==> config.mk <==
export PLATFORM = sky130hd
export DESIGN_NAME = vdp_reg_write_arbiter
export DESIGN_NICKNAME = d
export VERILOG_FILES = /design/src/rtl/vdp_pkg.sv /design/src/rtl/vdp_sync_fifo.sv /design/src/rtl/vdp_reg_write_arbiter.sv
export SDC_FILE = /design/constraint.sdc
export NUM_CORES = 1
export LEC_CHECK = 0
export BUFFER_PORTS_ARGS = -buffer_cell sky130_fd_sc_hd__buf_2
export CAP_MARGIN = 10
export CORE_MARGIN = 2
export CORE_UTILIZATION = 56
export DETAILED_ROUTE_END_ITERATION = 10
export PLACE_DENSITY = 0.81
export SKIP_LAST_GASP = 1
export SYNTH_ARGS = -nofsm -noshare
export SYNTH_HDL_FRONTEND = slang
export SYNTH_SLANG_ARGS = --single-unit
==> constraint.sdc <==
create_clock -name clk -period 3.2 [get_ports clk]
set_clock_uncertainty 0.15 [all_clocks]
set_input_delay 0.64 -clock clk [delete_from_list [all_inputs] [get_ports clk]]
set_output_delay 0.64 -clock clk [all_outputs]
set_load 0.02 [all_outputs]
==> src/rtl/vdp_pkg.sv <==
// ---------------------------------------------------------------------------
// vdp_pkg
// Shared VDP definitions: register-file address/data widths (used as the
// default widths by the register write arbiter and by the copper) and the
// encoding of the register write source flag.
// ---------------------------------------------------------------------------
package vdp_pkg;

   localparam int VDP_REG_ADDR_WIDTH = 6;
   localparam int VDP_REG_DATA_WIDTH = 16;

   localparam logic REG_SRC_HOST   = 1'b0;
   localparam logic REG_SRC_COPPER = 1'b1;

   // Width of an occupancy counter able to hold 0..depth inclusive.
   function automatic int level_width(input int depth);
      return $clog2(depth) + 1;
   endfunction

endpackage

==> src/rtl/vdp_sync_fifo.sv <==
// ---------------------------------------------------------------------------
// vdp_sync_fifo
// Generic single-clock FIFO used for VDP buffering.
//
// Ports:
//   clk, reset  : clock, synchronous active-high reset
//   push        : write push_data at the tail (caller must not push when full)
//   pop         : advance the head (caller must not pop when empty)
//   flush       : discard all contents on the next edge
//   push_data   : data to write
//   pop_data    : current head entry (combinational read of the head slot)
//   level       : occupancy, 0..DEPTH
//   full, empty : occupancy flags decoded from level
//
// DEPTH must be a power of two >= 2 so the pointers wrap naturally.
// ---------------------------------------------------------------------------
module vdp_sync_fifo
   import vdp_pkg::*;
#(
   parameter int WIDTH = 8,
   parameter int DEPTH = 4
) (
   input  logic                         clk,
   input  logic                         reset,
   input  logic                         push,
   input  logic                         pop,
   input  logic                         flush,
   input  logic [WIDTH-1:0]             push_data,
   output logic [WIDTH-1:0]             pop_data,
   output logic [level_width(DEPTH)-1:0] level,
   output logic                         full,
   output logic                         empty
);

   localparam int PTR_W = $clog2(DEPTH);
   localparam int LVL_W = level_width(DEPTH);
   localparam logic [LVL_W-1:0] DEPTH_L = LVL_W'(DEPTH);

   logic [WIDTH-1:0] mem [DEPTH];
   logic [PTR_W-1:0] wr_ptr;
   logic [PTR_W-1:0] rd_ptr;

   always_ff @(posedge clk) begin
      if (push) begin
         mem[wr_ptr] <= push_data;
      end
   end

   // Level is kept as its own counter so full and empty are unambiguous
   // even though the pointers are only log2(DEPTH) bits wide.
   always_ff @(posedge clk) begin
      if (reset || flush) begin
         wr_ptr <= '0;
         rd_ptr <= '0;
         level  <= '0;
      end else begin
         if (push) begin
            wr_ptr <= wr_ptr + PTR_W'(1);
         end
         if (pop) begin
            rd_ptr <= rd_ptr + PTR_W'(1);
         end
         case ({push, pop})
            2'b10:   level <= level + LVL_W'(1);
            2'b01:   level <= level - LVL_W'(1);
            default: level <= level;
         endcase
      end
   end

   assign pop_data = mem[rd_ptr];
   assign full     = (level == DEPTH_L);
   assign empty    = (level == '0);

endmodule

==> src/rtl/vdp_reg_write_arbiter.sv <==
// ---------------------------------------------------------------------------
// vdp_reg_write_arbiter
// Merges host CPU register writes and copper register writes into a single
// registered write stream to the VDP register file. The host never stalls
// and has strict priority; copper writes are buffered in a FIFO and drained
// whenever the host leaves the slot free.
//
// Ports:
//   clk, reset               : clock, synchronous active-high reset
//   copper_enable            : copper running; low flushes the copper FIFO
//   host_write_en/_address/_data     : host write, one strobe per write
//   copper_write_en/_address/_data   : copper write, accepted when ready
//   copper_write_ready       : FIFO can take a copper write this cycle
//   reg_write_en/_address/_data      : registered write to the register file
//   reg_write_source         : 0 = host, 1 = copper
//   copper_overflow          : sticky, a copper write arrived while not ready
//   fifo_level               : copper FIFO occupancy
// ---------------------------------------------------------------------------
module vdp_reg_write_arbiter
   import vdp_pkg::*;
#(
   parameter int FIFO_DEPTH = 4,
   parameter int ADDR_WIDTH = VDP_REG_ADDR_WIDTH,
   parameter int DATA_WIDTH = VDP_REG_DATA_WIDTH
) (
   input  logic                          clk,
   input  logic                          reset,
   input  logic                          copper_enable,
   input  logic                          host_write_en,
   input  logic [ADDR_WIDTH-1:0]         host_write_address,
   input  logic [DATA_WIDTH-1:0]         host_write_data,
   input  logic                          copper_write_en,
   input  logic [ADDR_WIDTH-1:0]         copper_write_address,
   input  logic [DATA_WIDTH-1:0]         copper_write_data,
   output logic                          copper_write_ready,
   output logic                          reg_write_en,
   output logic [ADDR_WIDTH-1:0]         reg_write_address,
   output logic [DATA_WIDTH-1:0]         reg_write_data,
   output logic                          reg_write_source,
   output logic                          copper_overflow,
   output logic [$clog2(FIFO_DEPTH):0]   fifo_level
);

   localparam int ENTRY_W = ADDR_WIDTH + DATA_WIDTH;

   logic               fifo_push;
   logic               fifo_pop;
   logic               fifo_flush;
   logic               fifo_full;
   logic               fifo_empty;
   logic [ENTRY_W-1:0] fifo_head;

   // Ready depends only on copper_enable and registered occupancy, so the
   // copper never sees a combinational path from its own strobe.
   assign copper_write_ready = copper_enable && !fifo_full;
   assign fifo_push          = copper_write_en && copper_write_ready && !reset;
   assign fifo_pop           = !host_write_en && !fifo_empty && !reset;
   // A pop in the flush cycle is still presented on the output registers;
   // only the entries left behind are discarded.
   assign fifo_flush         = !copper_enable;

   vdp_sync_fifo #(
      .WIDTH (ENTRY_W),
      .DEPTH (FIFO_DEPTH)
   ) copper_fifo (
      .clk       (clk),
      .reset     (reset),
      .push      (fifo_push),
      .pop       (fifo_pop),
      .flush     (fifo_flush),
      .push_data ({copper_write_address, copper_write_data}),
      .pop_data  (fifo_head),
      .level     (fifo_level),
      .full      (fifo_full),
      .empty     (fifo_empty)
   );

   // Overflow is sticky while the copper runs; disabling the copper clears it.
   always_ff @(posedge clk) begin
      if (reset || !copper_enable) begin
         copper_overflow <= 1'b0;
      end else if (copper_write_en && !copper_write_ready) begin
         copper_overflow <= 1'b1;
      end
   end

   // Output slot: host first, then the copper FIFO head. When idle the
   // address/data/source hold their last values and only the strobe drops.
   always_ff @(posedge clk) begin
      if (reset) begin
         reg_write_en      <= 1'b0;
         reg_write_address <= '0;
         reg_write_data    <= '0;
         reg_write_source  <= REG_SRC_HOST;
      end else if (host_write_en) begin
         reg_write_en      <= 1'b1;
         reg_write_address <= host_write_address;
         reg_write_data    <= host_write_data;
         reg_write_source  <= REG_SRC_HOST;
      end else if (!fifo_empty) begin
         reg_write_en                        <= 1'b1;
         {reg_write_address, reg_write_data} <= fifo_head;
         reg_write_source                    <= REG_SRC_COPPER;
      end else begin
         reg_write_en <= 1'b0;
      end
   end

endmodule

-- Word level (Yosys, flattened, before mapping)
Memories as Yosys holds them, arrays and structs flattened. A register that Yosys moved wholly into a read port is not among the register bits.
Index checks and enable logic that the tools add are counted.
- register bits after elaboration: 32
- latch bits: 0
- memory bits (read-only): 0
- memories kept: 1
- output and inout bits: 29
- input port bits: 49
- logic and storage cells: 44
- RAM bits: 88
- memories (memory ; words ; width ; read ports ; clocked after Yosys merged registers in ; wr ports ; line ; source):
    copper_fifo.mem ; 4 ; 22 ; 1 ; 1 ; 1 ; vdp_sync_fifo.sv:39 ; logic [WIDTH-1:0] mem [DEPTH];
- multipliers: 0
- equal/unequal tests: 4
- div/mod/pow operators: 0
- order comparisons: 0
- reductions and logical operators: 16
- mux-type cells: 11
- bitwise logic cells: 0
- shift operators: 0
- add/subtract/negate cells: 4
- operator list (cell ; number):
    $mux 16 ; 2
    $mux 6 ; 2
    $logic_and 1x1->1 ; 6
    $logic_not 1->1 ; 6
    $pmux 3 s2 ; 1
    $add 2x1->2 const B ; 2
    $mux 1 ; 4
    $mux 2 ; 2
    $add 3x1->3 const B ; 1
    $eq 3x3->1 const B ; 1
    $logic_not 3->1 ; 1
    $sub 3x1->3 const B ; 1
    $eq 2x1->1 const B ; 1
    $eq 2x2->1 const B ; 1
    $ne 2x2->1 const B ; 1
    $reduce_bool 2->1 ; 1
    $reduce_or 2->1 ; 1
    $logic_or 1x1->1 ; 1

-- Logic depth before layout (Yosys ltp)
Gate-level depths: netlist (run 1).
- depth in word-level cells: 7
- gate-level depth with buffers: 9
- gate-level depth less buffers: 8

-- Modules after synthesis
A second synthesis (run 1) with hierarchy kept.
- cells, all modules: 273
- area, all modules: 4780.8 µm²
- by module, submodules not included (module ; instances ; sequential area each (µm²) ; cells an instance ; area an instance (µm²)):
    vdp_sync_fifo ; 1 ; 2822.7 ; 162 ; 3618.5
    vdp_reg_write_arbiter ; 1 ; 500.5 ; 111 ; 1162.4

-- Least setup slack after synthesis (run 1)
Ideal clock, no wire load.
- path type: input port to flip-flop
- start: input port reset
- end: register copper_fifo.level[2]
- buffers on the path: 1
- cell stages on the path: 9
- data required time: 2980 ps
- arrival: 2470 ps
- path slack: 510 ps
- library setup time: 70 ps
- cells stage by stage: clkbuf_1 nor2b_1 and3_1 inv_1 ha_1 fa_1 xnor2_1 or3_1 a21oi_1
- word-level cells in the longest chain between the ends: 4
- elaborated cells on any way between the ends: 8
- those cells by class: eq/ne (2); mux (1); reduce/logical (5)
- RTL lines (what ; line ; source):
    from (decl) ; vdp_reg_write_arbiter.sv:27 ; input logic reset,
    $logic_not 1->1 ; vdp_reg_write_arbiter.sv:56, vdp_reg_write_arbiter.sv:57 ;
    $logic_and 1x1->1 (on tied branches) ; vdp_reg_write_arbiter.sv:57, vdp_reg_write_arbiter.sv:56 ;
    $eq 2x1->1 or $eq 2x2->1 (tied branches) ; vdp_sync_fifo.sv:63 ; case ({push, pop})
    $pmux 3 s2 or $reduce_bool 2->1 (tied branches) ; n/a ;
    to (signal assigned) ; vdp_sync_fifo.sv:64 ; 2'b10: level <= level + LVL_W'(1);
    to (signal assigned) ; vdp_sync_fifo.sv:65 ; 2'b01: level <= level - LVL_W'(1);
    to (signal assigned) ; vdp_sync_fifo.sv:66 ; default: level <= level;
    to (decl) ; vdp_sync_fifo.sv:30 ; output logic [level_width(DEPTH)-1:0] level,
Several ways; a longest one is shown, not always the timed one.
A chain may end at the register's enable or synchronous reset.

-- Final worst setup path (run 1)
- start: register copper_fifo.level[0]
- end: output port copper_write_ready
- word-level cells in the longest chain between the ends: 3
- RTL lines (what ; line ; source):
    $eq 3x3->1 ; vdp_sync_fifo.sv:72 ; assign full = (level == DEPTH_L);
    $logic_not 1->1 ; vdp_reg_write_arbiter.sv:55 ; assign copper_write_ready = copper_enable && !fifo_full;
    $logic_and 1x1->1 ; vdp_reg_write_arbiter.sv:55 ;
    to (decl) ; vdp_reg_write_arbiter.sv:35 ; output logic copper_write_ready,
Every way passes these cells.

==> flow_summary.json, run 1 <==
{
  "critPathMaxFanout": 6,
  "syn_area_sq_um": 4760,
  "cts-buffers-inserted": 17,
  "avgSynthCellArea_sq_um": 15.7,
  "ys_top_cells_by_count": "edfxtp_1 (88), mux2_2 (45), dfxtp_1 (34)",
  "drt_iter0_drc": 283,
  "clkLatencyLatePin_ns": 0.50,
  "worstHoldPathType": "in -> reg",
  "synth_most_common_cell": "edfxtp_1",
  "critical_path_required_ns": 2.41,
  "cts_tree": "built",
  "vias": 3010,
  "portBuffers": 77,
  "critPathBufInv": 1,
  "cts_setup_buffers": 0,
  "max-slew-margin-rel": 0.205,
  "fin_crit_sh": 0.774,
  "die_w_um": 96.2,
  "ioPinCount": 78,
  "synthCells": 303,
  "synth_top_area_frac": 0.555,
  "rows": 33,
  "synth_largest_area_cell": "edfxtp_1",
  "worstMarginPinSlew_ns": 1.19,
  "crit_path_cell_trace": "or3b_1, and2_1, buf_2",
  "nFillCells": 535,
  "grt_overflow": 0,
  "drive_gt1_frac": 0.413,
  "grtUsageTotal": 0.229,
  "min_period_ns": 2.48,
  "start_util": 0.579,
  "synth_flop_cell": "edfxtp_1",
  "place_congestion": 0.723,
  "die-area_sq_um": 9250,
  "timing.rr.end": "copper_fifo.level[2]",
  "synth_enable_flop_cells": 88,
  "nNetsFinal": 442,
  "ir_worst_vdd_mv": 0.435,
  "dp_slack_ns": 0.419,
  "fin_ws_ns": 0.725,
  "antenna_found_initial": 1,
  "slew_viol_final": 0,
  "pwr_density_cell_nw_per_um2": 656,
  "yosysWarnings": 0,
  "hold_path_startpoint": "copper_write_address[2]",
  "rsz0062_at_grt": "no",
  "fin_setup_tns_ns": 0,
  "dp_hpwl_um": 5530,
  "core_area_sq_um": 8220,
  "htreeDepth": 4,
  "grt_max_degree": 46,
  "drt-total-wl_um": 10100,
  "grt_pass1_wl_um": 15200,
  "regToRegStartpoint": "copper_fifo.level[0]",
  "ys_types": 32,
  "synth_area_leaders": "edfxtp_1 (56%), dfxtp_1 (14%), mux2_2 (11%)",
  "cp_num_cells": 3,
  "syn_to_final_growth_pct": 22.5,
  "drtAntennaViolNets": 0,
  "crit_type": "reg -> out",
  "endpoint": "copper_write_ready",
  "clkTransAtPathRegs_ns": 0.06,
  "route.detailed.wl_per_inst_um": 20.0,
  "die_y_um": 96.2,
  "p_leak_uw": 0.00216,
  "end_kind": "output port",
  "cp-startpoint": "copper_fifo.level[0]",
  "clock_path_buffers": 2,
  "cts.sinks": 122,
  "clock_tree.root_cell": "clkbuf_8",
  "max-cap-violations": 0,
  "crit_family": "simple AND/OR/NAND/NOR gates",
  "vias_per_cell": 5.96,
  "max_stage_delay_ns": 0.47,
  "arrival_ns": 1.69,
  "yosysSeqAreaShare": 0.698,
  "setup_violations": 0,
  "grt_pass1_vias": 2918,
  "diodes": 0,
  "syn_nets": 358,
  "crit_path_start_kind": "flip-flop",
  "cts_hold_buf": 0,
  "drc": 0,
  "fmax_mhz": 404,
  "async_flop_share": 0,
  "status": "complete, no violations",
  "synth_seq_cells": 122,
  "rrSetupSlack_ns": 0.76,
  "critPathSlowestCell": "or3b_1",
  "first_pass_iters": 8,
  "hold_viol_final": 0,
  "ff2ff_path_depth": 8,
  "cts_resized": 0
}
[metal layers]
layer  share of wire  track usage
met5          0.0011            0
met4          0.0066       0.0690
met3           0.089       0.0861
met2            0.52        0.373
met1            0.39        0.286
[report_power, final]
| part | internal, uW | switching (uW) |
|---|---|---|
| Sequential | 1730 | 16.0 |
| Combinational | 79.6 | 126 |
| Clock | 1220 | 652 |
[placed cells by master (no fill, tap or decap), types with 2 or more instances in the layout]
master	count
or3_1	2
a222oi_1	22
nand2b_1	2
buf_4	7
o21ai_0	2
clkbuf_16	16
buf_2	77
bufinv_16	3
and2_1	5
a211oi_1	22
clkinvlp_4	4
nor2b_1	2
dfxtp_1	33
a21oi_1	5
clkbuf_8	3
clkinv_2	3
inv_1	6
ha_1	5
nor2_1	27
edfxtp_1	88
mux2_2	45
[sequential cells by signal (all words and copies together) (netlist names), 2 cells and up, named ones only]
| register | cells |
|---|---|
| reg_write_address | 6 |
| copper_fifo.level | 3 |
| reg_write_data | 16 |
| copper_fifo.wr_ptr | 2 |
| copper_fifo.rd_ptr | 2 |
| copper_fifo.mem | 88 |
[kinds of logic after synthesis]
logic type | Yosys count | synth area share
xor gates and xnor gates | 2 | 0.00368
muxes | 46 | 0.109
adders and majority gates | 6 | 0.0174
AOI/OAI and AO/OA | 55 | 0.0955
buffers and inverters | 26 | 0.0294
and+or+nand+nor | 46 | 0.0471
DFF | 122 | 0.698
[stage by stage]
step	utilization	hold WS [ns]	instance area, sq um	power (uW)	instances
after floorplan	-	0.323	4760	1890	303
after global placement	0.637	0.299	5240	1970	473
after detailed placement	0.637	0.306	5240	1980	473
after CTS	0.709	0.176	5830	3830	505
after global routing	0.709	0.171	5830	3930	505
final	0.709	0.198	5830	3820	505
[worst min path at each step]
stage | end | slack [ns] | cells after the start
after floorplan | flip-flop | 0.32 | 2
after global placement | copper_overflow | 0.30 | 1
after detailed placement | reg_write_source | 0.31 | 2
after CTS | copper_fifo.mem[1][18] | 0.18 | 1
after global routing | copper_fifo.mem[2][19] | 0.17 | 1
final | copper_fifo.mem[1][18] | 0.20 | 1
[final cells by class]
class                           instances  area (sq um)  area share
Sequential cell                       122          3320       0.570
Tap cell                              105           131      0.0225
Clock inverter                         12           148      0.0253
Clock buffer                           20           445      0.0764
Timing Repair Buffer                   85           458      0.0786
Inverter                                6          22.5     0.00386
Multi-Input combinational cell        155          1300       0.223
[worst reg2reg max path, delay by kind of cell (launching register included)]
| family | cells | cell delay (ns) |
|---|---|---|
| AO/OA/AOI/OAI | 1 | 0.14 |
| XOR/XNOR | 1 | 0.14 |
| AND/OR/NAND/NOR | 3 | 0.81 |
| flip-flops | 1 | 0.46 |
| buffers and inverters | 1 | 0.07 |
| adder cells (fa/ha/maj) | 2 | 0.61 |
(Power assumes the default switching activity.)
==> inputs of run 2 (changes only) <==
==> constraint.sdc (replaced) <==
create_clock -name clk -period 2.3 [get_ports clk]
set_clock_uncertainty 0.15 [all_clocks]
set_input_delay 0.46 -clock clk [delete_from_list [all_inputs] [get_ports clk]]
set_output_delay 0.46 -clock clk [all_outputs]
set_load 0.02 [all_outputs]
==> run 2 against run 1 <==
Against the previous run: hold slack worse by 0.18 ns; global-route usage up 1.8 points; flip-flop and latch count unchanged.
==> flow_summary.json, run 2 (synthesis results as in run 1) <==
{
  "critical_path_required_ns": 1.69,
  "drc": 0,
  "clock_tree.root_cell": "clkbuf_8",
  "crit_type": "reg -> out",
  "hold_path_startpoint": "copper_write_address[5]",
  "cts_tree": "built",
  "clkLatencyLatePin_ns": 0.50,
  "power_uw": 5730,
  "grt_overflow": 0,
  "place_congestion": 0.713,
  "grt_max_degree": 46,
  "syn_to_final_growth_pct": 26.9,
  "slew_viol_final": 0,
  "crit_path_start_kind": "flip-flop",
  "min_period_ns": 2.22,
  "cts-buffers-inserted": 17,
  "fmax_mhz": 450,
  "die_y_um": 96.2,
  "max-slew-margin-rel": 0.669,
  "hold_viol_final": 0,
  "status": "complete, no violations",
  "ioPinCount": 78,
  "drt-total-wl_um": 10600,
  "critPathBufInv": 1,
  "drt_iter0_drc": 239,
  "crit_family": "simple AND/OR/NAND/NOR gates",
  "rows": 33,
  "vias_per_cell": 6.02,
  "end_kind": "output port",
  "arrival_ns": 1.61,
  "final_common_cell": "edfxtp_1",
  "diodes": 0,
  "drive_gt1_frac": 0.440,
  "grtUsageTotal": 0.247,
  "worstHoldPathType": "in -> reg",
  "die-area_sq_um": 9250,
  "route.detailed.wl_per_inst_um": 20.8,
  "fin_crit_sh": 0.965,
  "grt_pass1_wl_um": 16400,
  "largest-register": "copper_fifo.mem",
  "critPathMaxFanout": 6,
  "fin_cells": 512,
  "largest_reg_flops": 88,
  "start_util": 0.579,
  "crit_path_cell_trace": "or3b_4, and2_1, buf_2",
  "ff2ff_path_depth": 8,
  "endpoint": "copper_write_ready",
  "p_leak_uw": 0.00226,
  "nNetsFinal": 449,
  "grt_pass1_vias": 3168,
  "pwr_density_cell_nw_per_um2": 949,
  "core_area_sq_um": 8220,
  "rrSetupSlack_ns": 0.11,
  "vias": 3082,
  "cts.sinks": 122,
  "final_cell_mix": "edfxtp_1 (88), buf_2 (77), mux2_2 (45)",
  "dp_hpwl_um": 5930,
  "timing.rr.end": "copper_fifo.level[2]",
  "drtAntennaViolNets": 0,
  "max-cap-violations": 0,
  "die_w_um": 96.2,
  "ir_worst_vdd_mv": 0.536,
  "max_stage_delay_ns": 0.43,
  "clkTransAtPathRegs_ns": 0.06,
  "clock_path_buffers": 2,
  "setup_violations": 0,
  "regToRegStartpoint": "copper_fifo.level[1]",
  "fin_setup_tns_ns": 0,
  "rsz0062_at_grt": "no",
  "antenna_found_initial": 0,
  "htreeDepth": 4,
  "first_pass_iters": 8,
  "portBuffers": 77,
  "cp-startpoint": "copper_fifo.level[0]",
  "dpl.cell_count": 480,
  "critPathSlowestCell": "or3b_4",
  "top_regs": "copper_fifo.mem x88, reg_write_data x16, reg_write_address x6",
  "worstMarginPinSlew_ns": 0.496,
  "cp_num_cells": 3
}
[run 2: worst min path at each step]
| stage | cells after the start | endpoint |
|---|---|---|
| detailed placement | 2 | reg_write_source |
| CTS | 1 | copper_fifo.mem[3][21] |
| floorplan | 2 | flip-flop |
| global route | 1 | copper_fifo.mem[0][21] |
| finish | 1 | copper_fifo.mem[3][21] |
| global placement | 2 | reg_write_source |
[run 2: cell type report]
class | instances | area, sq um
clock inverters | 14 | 249
flip-flops and latches | 122 | 3330
well taps | 105 | 131
inverters | 6 | 22.5
multi-input cells | 155 | 1320
clock buffers | 18 | 428
fillers | 497 | 2180
repair buffers | 92 | 561
[run 2: where the power goes]
| group | switching, uW | internal (uW) | total, uW |
|---|---|---|---|
| clock | 897 | 2100 | 3000 |
| combinational | 186 | 120 | 306 |
| sequential | 21.5 | 2400 | 2430 |
[run 2: layer usage]
layer  GRT usage  wire (um)  up-vias
li1            -          -     1387
met1       0.296       4080     1535
met2       0.400       5560      148
met3      0.0767        825       12
met4       0.131        176        0
met5           0          0        -
[run 2: through the flow]
| step | instance area [sq um] | util | worst slack [ns] | hold WS (ns) |
|---|---|---|---|---|
| after floorplan | 4780 | - | 0.0284 | 0.323 |
| after global placement | 5360 | 0.652 | 0.115 | 0.276 |
| after detailed placement | 5360 | 0.652 | 0.0155 | 0.300 |
| after CTS | 6040 | 0.735 | 0.0255 | 0.00456 |
| after global routing | 6040 | 0.735 | 0.00802 | 0.00591 |
| final | 6040 | 0.735 | 0.0796 | 0.0202 |
[run 2: what timing repair did]
item                       4_1_cts  5_1_grt
buffers inserted                 0        0
pin swaps                        0        0
gates resized for setup          1        1
setup endpoints to repair        1        1
hold buffers                     0        0
[run 2: worst reg2reg max path, cell delays in order, from the launching register on]
cell and delay [ns]:
dfxtp_1 0.32, buf_4 0.16, nor3_1 0.23, nor2_1 0.10, ha_2 0.22, fa_2 0.34, xnor2_1 0.14, or3_1 0.30
a21oi_1 0.16
